--- src/rtl/conv_window_sequencer_if.sv ---
// Result stream between the convolution window sequencer and its consumer.
// The master drives one result per handshake together with its output coordinate.
interface conv_window_sequencer_if #(
    parameter int RW = 4,
    parameter int CW = 2
);
    logic          res_valid;
    logic          res_ready;
    logic [RW-1:0] res_data;
    logic [CW-1:0] res_row;
    logic [CW-1:0] res_col;

    modport master (
        output res_valid,
        output res_data,
        output res_row,
        output res_col,
        input  res_ready
    );

    modport slave (
        input  res_valid,
        input  res_data,
        input  res_row,
        input  res_col,
        output res_ready
    );
endinterface

--- src/rtl/conv_window_sequencer.sv ---
// Binary convolution window sequencer: loads an IMG_N x IMG_N image row by row,
// latches a K_N x K_N kernel on start, then walks every valid window position in
// raster order (one tap per cycle) and streams popcount(window & kernel) results.
//
// Build option: define CONV_SEQ_EDGE_DET_EN to edge-detect row_wr/start (direct
// switch inputs). Left undefined, every cycle either strobe is high is an event.
//
// state   | meaning
// --------+-------------------------------------------------------------
// S_IDLE  | no rows captured
// S_LOAD  | some rows captured, waiting for the rest
// S_READY | image complete, waiting for start
// S_RUN   | accumulating the K_N*K_N taps of the current position
// S_OUT   | result presented, waiting for the consumer handshake
// S_DONE  | one-cycle end-of-frame pulse, then back to S_READY
module conv_window_sequencer #(
    parameter int IMG_N = 6,
    parameter int K_N   = 3
) (
    input  logic                             clk,
    input  logic                             rst_n,
    input  logic [IMG_N-1:0]                 i_row_in,
    input  logic                             i_row_wr,
    input  logic [K_N*K_N-1:0]               i_kernel_in,
    input  logic                             i_start,
    input  logic                             i_clear,
    conv_window_sequencer_if.master          res_if,
    output logic [$clog2(IMG_N+1)-1:0]       o_rows_loaded,
    output logic                             o_busy,
    output logic                             o_done,
    output logic                             o_err
);
    localparam int OUT_N = IMG_N - K_N + 1;
    localparam int RW    = $clog2(K_N*K_N + 1);
    localparam int CW    = (OUT_N > 1) ? $clog2(OUT_N) : 1;
    localparam int LW    = $clog2(IMG_N + 1);
    localparam int PW    = (IMG_N > 1) ? $clog2(IMG_N) : 1;
    localparam int KW    = (K_N > 1) ? $clog2(K_N) : 1;
    localparam int TW    = (K_N*K_N > 1) ? $clog2(K_N*K_N) : 1;

    typedef enum logic [2:0] {
        S_IDLE,
        S_LOAD,
        S_READY,
        S_RUN,
        S_OUT,
        S_DONE
    } state_t;

    state_t             r_state;
    state_t             w_state_nxt;

    logic [IMG_N-1:0]   r_img [IMG_N];
    logic [K_N*K_N-1:0] r_kernel;
    logic [LW-1:0]      r_rows;
    logic               r_err;
    logic [RW-1:0]      r_acc;
    logic [CW-1:0]      r_row;
    logic [CW-1:0]      r_col;
    logic [KW-1:0]      r_kr;
    logic [KW-1:0]      r_kc;

    logic               w_row_ev;
    logic               w_start_ev;
    logic               w_loading;
    logic [LW-1:0]      w_rows_inc;
    logic               w_last_tap;
    logic               w_last_pos;
    logic               w_hs;
    logic [PW-1:0]      w_prow;
    logic [PW-1:0]      w_pcol;
    logic [TW-1:0]      w_kidx;
    logic               w_tap;
    logic [PW-1:0]      w_wr_idx;

`ifdef CONV_SEQ_EDGE_DET_EN
    logic r_row_wr_q;
    logic r_start_q;

    // Previous-cycle samples of the switch strobes for rising-edge detection.
    always_ff @(posedge clk or negedge rst_n) begin
        if (!rst_n) begin
            r_row_wr_q <= 1'b0;
            r_start_q  <= 1'b0;
        end else begin
            r_row_wr_q <= i_row_wr;
            r_start_q  <= i_start;
        end
    end

    assign w_row_ev   = i_row_wr & ~r_row_wr_q;
    assign w_start_ev = i_start & ~r_start_q;
`else
    assign w_row_ev   = i_row_wr;
    assign w_start_ev = i_start;
`endif

    assign w_loading  = (r_state == S_IDLE) || (r_state == S_LOAD);
    assign w_rows_inc = r_rows + LW'(1);
    assign w_last_tap = (r_kr == KW'(K_N-1)) && (r_kc == KW'(K_N-1));
    assign w_last_pos = (r_row == CW'(OUT_N-1)) && (r_col == CW'(OUT_N-1));
    assign w_hs       = (r_state == S_OUT) && res_if.res_ready;
    assign w_prow     = PW'(r_row) + PW'(r_kr);
    assign w_pcol     = PW'(r_col) + PW'(r_kc);
    assign w_kidx     = TW'(r_kr) * TW'(K_N) + TW'(r_kc);
    assign w_tap      = r_img[w_prow][w_pcol] & r_kernel[w_kidx];
    assign w_wr_idx   = PW'(r_rows);

    // State register; reset aborts any operation asynchronously.
    always_ff @(posedge clk or negedge rst_n) begin
        if (!rst_n) r_state <= S_IDLE;
        else        r_state <= w_state_nxt;
    end

    // Next-state decode; clear overrides every other event.
    always_comb begin
        w_state_nxt = r_state;
        if (i_clear) begin
            w_state_nxt = S_IDLE;
        end else begin
            case (r_state)
                S_IDLE:  if (w_row_ev)
                             w_state_nxt = (w_rows_inc == LW'(IMG_N)) ? S_READY : S_LOAD;
                S_LOAD:  if (w_row_ev && (w_rows_inc == LW'(IMG_N)))
                             w_state_nxt = S_READY;
                S_READY: if (w_start_ev) w_state_nxt = S_RUN;
                S_RUN:   if (w_last_tap) w_state_nxt = S_OUT;
                S_OUT:   if (w_hs) w_state_nxt = w_last_pos ? S_DONE : S_RUN;
                S_DONE:  w_state_nxt = S_READY;
                default: w_state_nxt = S_IDLE;
            endcase
        end
    end

    // Image and kernel storage; deliberately not reset, only written while idle/loading or on start.
    always_ff @(posedge clk) begin
        if (!i_clear && w_row_ev && w_loading)
            r_img[w_wr_idx] <= i_row_in;
        if (!i_clear && w_start_ev && (r_state == S_READY))
            r_kernel <= i_kernel_in;
    end

    // Row counter, sticky error, window position, tap counters and accumulator.
    always_ff @(posedge clk or negedge rst_n) begin
        if (!rst_n) begin
            r_rows <= '0;
            r_err  <= 1'b0;
            r_acc  <= '0;
            r_row  <= '0;
            r_col  <= '0;
            r_kr   <= '0;
            r_kc   <= '0;
        end else if (i_clear) begin
            r_rows <= '0;
            r_err  <= 1'b0;
            r_acc  <= '0;
            r_row  <= '0;
            r_col  <= '0;
            r_kr   <= '0;
            r_kc   <= '0;
        end else begin
            if (w_row_ev) begin
                if (w_loading) r_rows <= w_rows_inc;
                else           r_err  <= 1'b1;
            end
            if (w_start_ev && w_loading)
                r_err <= 1'b1;
            case (r_state)
                S_READY: begin
                    if (w_start_ev) begin
                        r_acc <= '0;
                        r_row <= '0;
                        r_col <= '0;
                        r_kr  <= '0;
                        r_kc  <= '0;
                    end
                end
                S_RUN: begin
                    r_acc <= r_acc + RW'(w_tap);
                    if (r_kc == KW'(K_N-1)) begin
                        r_kc <= '0;
                        r_kr <= (r_kr == KW'(K_N-1)) ? '0 : r_kr + KW'(1);
                    end else begin
                        r_kc <= r_kc + KW'(1);
                    end
                end
                S_OUT: begin
                    if (w_hs) begin
                        r_acc <= '0;
                        if (r_col == CW'(OUT_N-1)) begin
                            r_col <= '0;
                            r_row <= w_last_pos ? '0 : r_row + CW'(1);
                        end else begin
                            r_col <= r_col + CW'(1);
                        end
                    end
                end
                default: ;
            endcase
        end
    end

    assign res_if.res_valid = (r_state == S_OUT);
    assign res_if.res_data  = r_acc;
    assign res_if.res_row   = r_row;
    assign res_if.res_col   = r_col;
    assign o_rows_loaded    = r_rows;
    assign o_busy           = (r_state == S_RUN) || (r_state == S_OUT);
    assign o_done           = (r_state == S_DONE);
    assign o_err            = r_err;
endmodule

--- src/flat_wrapper.sv ---
// flat-port wrapper written by rule: the top's interface ports become plain ports
module conv_window_sequencer_flat 
#(
    parameter int IMG_N = 6,
    parameter int K_N   = 3
)
  (clk, rst_n, i_row_in, i_row_wr, i_kernel_in, i_start, i_clear, o_rows_loaded, o_busy, o_done, o_err, res_if_res_valid, res_if_res_data, res_if_res_row, res_if_res_col, res_if_res_ready);
  conv_window_sequencer_if #(.RW((4)), .CW((2))) res_if_i ();
  input  logic clk;
  input  logic rst_n;
  input  logic [IMG_N-1:0] i_row_in;
  input  logic i_row_wr;
  input  logic [K_N*K_N-1:0] i_kernel_in;
  input  logic i_start;
  input  logic i_clear;
  output logic [$clog2(IMG_N+1)-1:0] o_rows_loaded;
  output logic o_busy;
  output logic o_done;
  output logic o_err;
  output wire logic [$bits(res_if_i.res_valid)-1:0] res_if_res_valid;
  output wire logic [$bits(res_if_i.res_data)-1:0] res_if_res_data;
  output wire logic [$bits(res_if_i.res_row)-1:0] res_if_res_row;
  output wire logic [$bits(res_if_i.res_col)-1:0] res_if_res_col;
  input wire logic [$bits(res_if_i.res_ready)-1:0] res_if_res_ready;
  assign res_if_res_valid = res_if_i.res_valid;
  assign res_if_res_data = res_if_i.res_data;
  assign res_if_res_row = res_if_i.res_row;
  assign res_if_res_col = res_if_i.res_col;
  assign res_if_i.res_ready = res_if_res_ready;
  conv_window_sequencer #(.IMG_N(IMG_N), .K_N(K_N)) u_core (.clk(clk), .rst_n(rst_n), .i_row_in(i_row_in), .i_row_wr(i_row_wr), .i_kernel_in(i_kernel_in), .i_start(i_start), .i_clear(i_clear), .res_if(res_if_i), .o_rows_loaded(o_rows_loaded), .o_busy(o_busy), .o_done(o_done), .o_err(o_err));
endmodule
--- config.mk ---
export PLATFORM = sky130hd
export DESIGN_NAME = conv_window_sequencer_flat
export DESIGN_NICKNAME = d
export VERILOG_FILES = /design/src/rtl/conv_window_sequencer_if.sv /design/src/rtl/conv_window_sequencer.sv /design/src/flat_wrapper.sv
export SDC_FILE = /design/constraint.sdc
export NUM_CORES = 1
export LEC_CHECK = 0
export ABC_AREA = 1
export CAP_MARGIN = 20
export CORE_MARGIN = 2
export CORE_UTILIZATION = 40
export DETAILED_ROUTE_END_ITERATION = 8
export GPL_TIMING_DRIVEN = 1
export HOLD_SLACK_MARGIN = 0.1
export PLACE_DENSITY = 0.61
export SYNTH_ARGS = -nofsm -noshare
export SYNTH_HDL_FRONTEND = slang
export SYNTH_SLANG_ARGS = --single-unit
--- constraint.sdc ---
create_clock -name clk -period 3.83 [get_ports clk]
set_clock_uncertainty 0.2 [all_clocks]
set_input_delay 0.383 -clock clk [delete_from_list [all_inputs] [get_ports clk]]
set_output_delay 0.383 -clock clk [all_outputs]
set_load 0.02 [all_outputs]
# Word-level counts from Yosys, hierarchy flattened
# Memories as Yosys holds them, arrays and structs flattened.
# Cells that the tools add are included.
[totals] regBits=28 ramBits=36 input_bits=21 out_inout_bits=15 wordCells=111 mem_count=1
[memory_table] name="u_core.r_img" words=6 width=6 read_ports=1 rd_ports_with_merged_regs=0 write_ports=1 line_no="conv_window_sequencer.sv:53" text="logic [IMG_N-1:0] r_img [IMG_N];"
[op_classes] n_addsub=9 multipliers=1 order_cmp=2 n_eq_ne=18 n_mux=43 n_bitwise=1 n_reduce_logical=27
[ops] operator="3-bit two-way mux" count=10
[ops] operator="2-bit two-way mux" count=14
[ops] operator="3-bit case mux with 6 select lines" count=1
[ops] operator="2-bit case mux with 2 select lines" count=4
[ops] operator="4-bit two-way mux" count=3
[ops] operator="3-bit by 2-bit != test with 1-bit output, second input constant" count=4
[ops] operator="3-bit != test, second input constant" count=4
[ops] operator="4-bit case mux with 3 select lines" count=1
[ops] operator="3-bit equality test, second input constant" count=3
[ops] operator="1-bit logical AND" count=9
[ops] operator="3-bit AND reduction" count=3
[ops] operator="3-bit nonzero test" count=3
[ops] operator="2-bit by 1-bit adder with 2-bit output, second input constant" count=4
[ops] operator="2-bit equality test, second input constant" count=4
[ops] operator="1-bit two-way mux" count=8
[ops] operator="2-bit by 2-bit adder with 3-bit output" count=2
[ops] operator="3-bit by 2-bit equality test with 1-bit output, second input constant" count=2
[ops] operator="2-bit AND reduction" count=3
[ops] operator="4-bit by 5-bit less-than comparator with 1-bit output, second input constant" count=1
[ops] operator="5-bit AND reduction" count=1
[ops] operator="4-bit by 1-bit adder with 4-bit output" count=1
[ops] operator="4-bit by 2-bit adder with 4-bit output" count=1
[ops] operator="1-bit binary-select mux with 4-bit select" count=1
[ops] operator="3-bit by 4-bit less-than comparator with 1-bit output, second input constant" count=1
[ops] operator="11 further kinds" count=13

# Logic depth before layout (Yosys ltp)
# Gate-level depths: netlist (run 1).
[logic_depth] ltp_word=8 ltp_mapped=19 mapped_depth_nobuf=19

# Worst setup path before layout (run 1)
# OpenSTA, ideal clock, no wires.
[synth_timing] path_type="register to register" from="register u_core.r_kc[1]" to="register u_core.r_acc[2], in the netlist u_core.res_if.res_data[2]" setup_ps=119 arrival_time_ps=2730 required_time_ps=3511 path_slack_ps=780 stages_incl_launch_ff=15 path_buffers=0 period_less_slack_ps=3050 cell_sequence="dfrtp_1 -> inv_1 -> fa_1 -> inv_1 -> ha_1 -> fa_1 -> nand3b_1 -> nand2_1 -> o21a_1 -> nand2_1 -> nor2_1 -> ha_1 -> ha_1 -> a21oi_1 -> nor2_1"
[synth_between] elab_chain_len=7 elab_cells_between_ends=10 cone_classes="add/sub (3); mux (6); bitwise (1)"
[synth_lines] element="from (decl)" line_no="conv_window_sequencer.sv:61" text="logic [KW-1:0] r_kc;"
[synth_lines] element="from (signal assigned)" line_no="conv_window_sequencer.sv:184" text="r_kc <= r_kc + KW'(1);"
[synth_lines] element="4-bit by 2-bit adder with 4-bit output or 2-bit by 2-bit adder with 3-bit output (tied branches)" line_no="conv_window_sequencer.sv:105, conv_window_sequencer.sv:104"
[synth_lines] element="1-bit binary-select mux with 4-bit select or 1-bit binary-select mux with 3-bit select (tied branches)" line_no="conv_window_sequencer.sv:106" text="assign w_tap = r_img[w_prow][w_pcol] & r_kernel[w_kidx];"
[synth_lines] element="1-bit two-way mux (not written as such)" line_no="conv_window_sequencer.sv:106"
[synth_lines] element="1-bit AND *" line_no="conv_window_sequencer.sv:106"
[synth_lines] element="4-bit by 1-bit adder with 4-bit output *" line_no="conv_window_sequencer.sv:179" text="r_acc <= r_acc + RW'(w_tap);"
[synth_lines] element="4-bit case mux with 3 select lines *" line_no="conv_window_sequencer.sv:168" text="case (r_state)"
[synth_lines] element="4-bit two-way mux *" line_no="conv_window_sequencer.sv:153" text="end else if (i_clear) begin"
[synth_lines] element="to (signal assigned)" line_no="conv_window_sequencer.sv:179"
[synth_lines] element="to (decl)" line_no="conv_window_sequencer.sv:57" text="logic [RW-1:0] r_acc;"
# Mark *: on every way between the ends. The rest lies on a longest branch, timed or not. The select of a mux whose other input is x is not followed.
# A chain may end at the register's enable or synchronous reset.

# Final worst setup path (run 1)
# Same ends and word-level chain as after synthesis.

==> summary.txt, run 1 <==
Status: finished clean
Post-place setup slack: 613 ps
Site row count: 33
Synth Area in XOR/XNOR: 0.00267
Synthesized-area fraction occupied by and/or/nand/nor cells: 0.257
Max clock buf depth: 2
Cell depth of the worst hold path: 2
Largest area contributor in the netlist: edfxtp_1
Hold WC Path Type: reg -> reg
MaxCap Viol Count: 0
Max Transition Viols Final: 0
Synthesized flop and latch total: 64
Vias: 2415
Mapped Area: 0.00329 mm²
H-tree levels: 3
Fraction of layout cells with a size suffix above 1: 0.118
Clock Latency Late Sink: 350 ps
Final core utilization: 0.492
Main combinational cell family by area after synthesis: simple AND/OR/NAND/NOR gates
Sequential fraction of the synthesis area: 0.556
Synth area leaders: edfxtp_1, dfrtp_1, nand2_1
CTS-repair resized insts: 0
Setup TNS: 0 ps
Final hold vios: 0
Gr usage total: 0.171
Syn nets: 366
First-pass GRT wire length: 11500 µm
Leakage Power: 1.68 nW
Slew @ Worst Pin: 937 ps
R2R setup slack: 580 ps
Die span in y: 94.6 µm
Vias in the first global route: 2389
Hold EP: u_core.o_err
Req. time, crit path: 3870 ps
Ys Warns: 0
Post-Synthesis Cells: 328
Max-slew headroom: 0.374
Post-synthesis adder-cell area fraction: 0.0739
Final-stage net count: 415
IO Pins: 36
Area share of the largest cell type after synthesis: 0.411
Reg clk slew, reported paths: 80 ps
Initial antenna violation count: 0
Drt total wl: 6870 µm
Fin crit period: 3250 ps
Root Buffer: clkbuf_8
TritonCTS clock tree: yes
Port Buffers: 35
Largest net degree at the start of global routing: 20
ANT nets after route: 0
Async SR Flop Fraction: 0.297
DRC Markers: 0
TritonRoute pass-1 iters: 4
Critical R2R Launch: u_core.r_kc[1]
VDD IR max: 0.299 mV
Global placement routability congestion: 0.841
Detail Placement HPWL: 5010 µm
Setup repair bufs after CTS: 0
Worst hold path startpoint: u_core.o_err
Vias per inst: 4.96
Number of diodes: 0
DIE AREA: 0.00895 mm²
Setup CP Type: reg -> reg
Worst EP arrival: 3300 ps
Total gr overflow: 0
Starting DRC count in detailed routing: 115
Maximum clock rate: 307 MHz
Routed len/inst: 14.1 µm
Syn Area/Cell: 10.0 µm²
RSZ-0062 raised after global routing: false
CTS Sinks: 64
Area Growth Syn to Fin: 21.2%
Period utilisation layout: 0.850
Final worst setup slack: 575 ps
Multiplexer share of the synthesized area: 0
Core box area: 0.00809 mm²
EDFF count, synth: 45
Post-synthesis compound-gate area fraction: 0.0529
Pwr dens: 503 mW/mm²
Crit path max fanout: 6
R2R cell count: 14
Crit start category: flop
Die X: 94.6 µm
Top_reg_cell synth: edfxtp_1
Crit. End Element: flop
Worst r2r dst: u_core.res_if.res_data[2]
Initial Utilization: 0.406
Hold-fix buffers, CTS: 0
Setup-failing EPs final: 0
Num CTS Buffers: 9
Post-synth cell types: 38
-- critical path, stage by stage (launching register included) --
cell	delay (ps)
dfrtp_1	450
inv_1	130
fa_1	540
inv_1	40
ha_1	200
fa_1	530
nand3b_1	110
nand2_1	60
o21a_1	170
nand2_1	50
nor2_1	40
ha_1	210
ha_1	200
a21oi_1	150
nor2_1	60
-- power breakdown --
group          switching (mW)  internal [mW]
Combinational           0.363          0.204
Sequential             0.0427          0.810
Clock                   0.282          0.301
Total                   0.688           1.32
-- state kept, by name (all words and copies together) (netlist names), 2 cells and up --
signal                  flops
u_core.o_rows_loaded        3
u_core.r_img               36
u_core.r_kc                 2
u_core.r_kernel             9
u_core.r_kr                 2
u_core.r_state              3
u_core.res_if.res_col       2
u_core.res_if.res_data      4
u_core.res_if.res_row       2
-- per-layer routing --
layer,global-route usage,vias up,wire length [µm],part of all wire
met1,0.230,1159,3290,0.48
met3,0.0375,11,221,0.032
met5,0,-,0,0
met2,0.270,38,3240,0.47
li1,-,1207,-,-
met4,0.0688,0,117,0.017
-- cell usage in the layout (no fill, tap or decap), drive strengths merged --
cell | synthesis | layout
nand2 | 93 | 93
edfxtp | 45 | 45
nand3 | 44 | 44
inv | 37 | 38
clkdlybuf4s50 | 0 | 35
nor2 | 24 | 24
dfrtp | 19 | 19
ha | 13 | 13
o21ai | 12 | 12
clkbuf | 1 | 9
nor3 | 8 | 8
buf | 3 | 7
a21oi | 7 | 7
clkinv | 0 | 5
fa | 4 | 4
a31oi | 3 | 3
nand3b | 2 | 2
o22ai | 2 | 2
o31ai | 2 | 2
bufinv | 1 | 2
nand4 | 2 | 2
nor4 | 1 | 1
o21a | 1 | 1
or2 | 1 | 1
o211ai | 1 | 1
a211oi | 1 | 1
xnor2 | 1 | 1
-- worst max-delay path by stage --
stage                         startpoint                        end  slack (ps)
after global routing      u_core.r_kc[1]  u_core.res_if.res_data[2]         340
after detailed placement  u_core.r_kc[1]  u_core.res_if.res_data[2]         610
final                     u_core.r_kc[1]  u_core.res_if.res_data[2]         580
after floorplan           u_core.r_kc[1]  u_core.res_if.res_data[2]         780
after CTS                 u_core.r_kc[1]  u_core.res_if.res_data[2]         600
after global placement    u_core.r_kc[1]  u_core.res_if.res_data[2]         680
-- through the flow --
stage,std cells,power [mW],hold WS [ps],cell area (µm²)
finish,487,2.00,315,3980
global route,487,2.13,367,3980
CTS,487,2.02,322,3980
detailed placement,471,1.44,299,3790
global placement,471,1.43,299,3790
floorplan,328,1.26,-113,3290
-- cell usage after synthesis, types with 3 or more instances --
library cell / n
nand3_1: 43
inv_1: 34
edfxtp_1: 45
o21ai_1: 3
ha_1: 13
nand2_1: 88
nor2_1: 18
dfrtp_1: 19
o21ai_0: 9
nor2_4: 4
fa_1: 4
inv_2: 3
nand2_4: 3
nor3_1: 6
a21oi_1: 6
-- layout make-up --
cell class | instances | area (µm²)
clock buffer | 9 | 124
clock inverter | 7 | 71.3
fill | 799 | 4110
inverter | 38 | 156
multi-input combinational | 222 | 1270
sequential | 64 | 1830
tap | 105 | 131
timing repair buffer | 42 | 403
-- logic make-up (layout without fill, tap and decap cells) --
kind of cell / count (synthesis) / count (layout)
adders and majority gates: 17 / 17
xor gates and xnor gates: 1 / 1
AOI/OAI and AO/OA: 29 / 29
and+or+nand+nor: 175 / 175
buffers and inverters: 42 / 96
DFF: 64 / 64
Note: power is estimated with default switching activity, not from simulation.
==> inputs of run 2 (changes only) <==
--- a/config.mk
+++ b/config.mk
@@ -12,7 +12,7 @@
 export DETAILED_ROUTE_END_ITERATION = 8
 export GPL_TIMING_DRIVEN = 1
 export HOLD_SLACK_MARGIN = 0.1
-export PLACE_DENSITY = 0.61
+export PLACE_DENSITY = 0.63
 export SYNTH_ARGS = -nofsm -noshare
 export SYNTH_HDL_FRONTEND = slang
 export SYNTH_SLANG_ARGS = --single-unit
==> constraint.sdc (replaced) <==
create_clock -name clk -period 2.71 [get_ports clk]
set_clock_uncertainty 0.2 [all_clocks]
set_input_delay 0.271 -clock clk [delete_from_list [all_inputs] [get_ports clk]]
set_output_delay 0.271 -clock clk [all_outputs]
set_load 0.02 [all_outputs]
==> summary.txt, run 2 (synthesis gave the netlist of run 1 again) <==
Uppermost layer routed: met4
Site row count: 33 (unchanged)
Drt total wl: 6730 µm (-2.1%)
Layout fillers: 755 (-5.5%)
Max clock buf depth: 2 (unchanged)
Final instance count without filler cells: 506 (+3.9%)
Global placement routability congestion: 0.817 (-2.9%)
Status: finished, violations left
Metal2 WL: 3240 µm (about the same)
Clock Latency Late Sink: 330 ps (-20 ps)
Post-place setup slack: -287 ps (-900 ps)
Max Transition Viols Final: 0 (unchanged)
TritonRoute pass-1 iters: 4 (unchanged)
Starting DRC count in detailed routing: 72 (-37%)
Req. time, crit path: 2740 ps (-1130 ps)
Vias: 2440 (+1.0%)
Die span in y: 94.6 µm (unchanged)
Slowest-stage cell, CP: fa_1
Total gr overflow: 0 (unchanged)
First-pass GRT wire length: 11000 µm (-4.9%)
IO Pins: 36 (unchanged)
Worst EP arrival: 2940 ps (-360 ps)
Vias in the first global route: 2387 (-0.084%)
CTS Sinks: 64 (unchanged)
Crit path cell chain: inv_2 -> fa_1 -> inv_1 -> ha_2 -> fa_1 -> nand3b_1 -> nand2_1 -> o21a_1 -> nand2_1 -> nor2_2 -> ha_4 -> ha_4 -> nand2_2 -> nand2_2
Hold WC Path Type: in -> reg
Reg clk slew, reported paths: 70 ps (about the same)
VDD IR max: 0.350 mV (+17%)
Most frequent cells in the layout: nand2_1, edfxtp_1, nand3_1
WP buf/inv: 2 (unchanged)
Root Buffer: clkbuf_8
Die X: 94.6 µm (unchanged)
Dpl cells: 488 (+3.6%)
Slew @ Worst Pin: 583 ps (-354 ps)
Setup-failing EPs final: 4 (+4)
TritonCTS clock tree: yes
DIE AREA: 0.00895 mm² (unchanged)
Failing checks: negative setup slack
Final-stage net count: 434 (+4.6%)
Maximum clock rate: 344 MHz (+12%)
Area Growth Syn to Fin: 26.2%
RSZ-0062 raised after global routing: true
Core box area: 0.00809 mm² (unchanged)
Largest net degree at the start of global routing: 20 (unchanged)
Vias per inst: 4.82 (-2.8%)
Critical path's largest stage delay: 530 ps (about the same)
Port Buffers: 35 (unchanged)
Final core utilization: 0.513 (+0.0203)
Detail Placement HPWL: 4940 µm (-1.4%)
ANT nets after route: 0 (unchanged)
FF+latch area: 0.00183 mm² (unchanged)
Kind of cell adding the most delay to the critical path: adder cells
Overall power: 2.77 mW (+38%)
Num CTS Buffers: 9 (unchanged)
Crit. End Element: flop
Max FFs per register: 36 (unchanged)
Max-slew headroom: 0.608 (+0.235)
Most flop-heavy register: u_core.r_img
Fin crit period: 2910 ps (-346 ps)
Setup CP Type: reg -> reg
Initial Utilization: 0.406 (unchanged)
Number of diodes: 0 (unchanged)
DRC Markers: 0 (unchanged)
Routed len/inst: 13.3 µm (-5.7%)
Setup TNS: -593 ps (-593 ps)
Footprint of the multi-input gates: 0.00131 mm² (+3.3%)
Most common cell after layout, fill and taps aside: nand2_1
Period utilisation layout: 1.07 (+0.223)
Final worst setup slack: -199 ps (-774 ps)
MaxCap Viol Count: 0 (unchanged)
Gr usage total: 0.162 (-0.00925)
Crit start category: flop
Fraction of layout cells with a size suffix above 1: 0.180 (+0.0618)
Final hold vios: 0 (unchanged)
Pwr dens: 668 mW/mm² (+33%)
Crit path max fanout: 3 (-3)
Initial antenna violation count: 0 (unchanged)
H-tree levels: 3 (unchanged)
Met1 Routed Length: 3170 µm (-3.7%)
Met3 WL: 244 µm (+10%)
Leakage Power: 1.75 nW (+4.4%)
==> run 2: cell count changes in the layout (fill, tap and decap cells not counted), sizes merged <==
cell         before  now
bufinv            2    1
clkinvlp          0    1
buf               7   25
dlygate4sd3       0    1
==> run 2: final timing paths <==
| kind | start | end | depth (start not counted) | slack (ps) |
|---|---|---|---|---|
| worst min-delay path | i_kernel_in[1] | u_core.r_kernel[1] | 1 | 290 |
| worst min register to register | u_core.r_state[1] | u_core.r_state[1] | 2 | 320 |
| worst max-delay path | u_core.r_kr[0] | u_core.res_if.res_data[1] | 14 | -200 |
| max in group asynchronous | rst_n | u_core.o_rows_loaded[0] | 3 | 1460 |
| min in group asynchronous | rst_n | u_core.res_if.res_data[0] | 3 | 630 |
| worst max register to register | u_core.r_kr[0] | u_core.res_if.res_data[1] | 14 | -200 |
==> run 2: final cells by class <==
| class | instances | share of cell area |
|---|---|---|
| clock buffer | 9 | 0.0299 |
| clock inverter | 7 | 0.0115 |
| inverter | 38 | 0.0377 |
| multi-input combinational | 222 | 0.317 |
| sequential | 64 | 0.440 |
| tap | 105 | 0.0317 |
| timing repair buffer | 61 | 0.132 |
==> run 2: where the power goes <==
group	switching [mW]	total [mW]	internal, mW
Combinational	0.531	0.859	0.328
Clock	0.378	0.709	0.331
Sequential	0.0584	1.20	1.14
==> run 2: what timing repair did <==
item | CTS | global route
hold buffers | 1 | 0
buffers inserted | 1 | 0
setup endpoints to repair | 4 | 4
pin swaps | 2 | 2
gates resized for setup | 0 | 5
hold endpoints to repair | 19 | 0
==> run 2: per-stage QoR <==
stage / hold slack (ps) / cell area (µm²)
after CTS: 263 / 4130
after global routing: 263 / 4150
after floorplan: -225 / 3310
after detailed placement: 306 / 3940
final: 285 / 4150
after global placement: 300 / 3940
==> run 2: metal layers <==
metal / global-route usage / vias up
met5: 0 / -
met4: 0.0556 / 0
met3: 0.0415 / 7
met2: 0.264 / 49
met1: 0.210 / 1136
li1: - / 1248
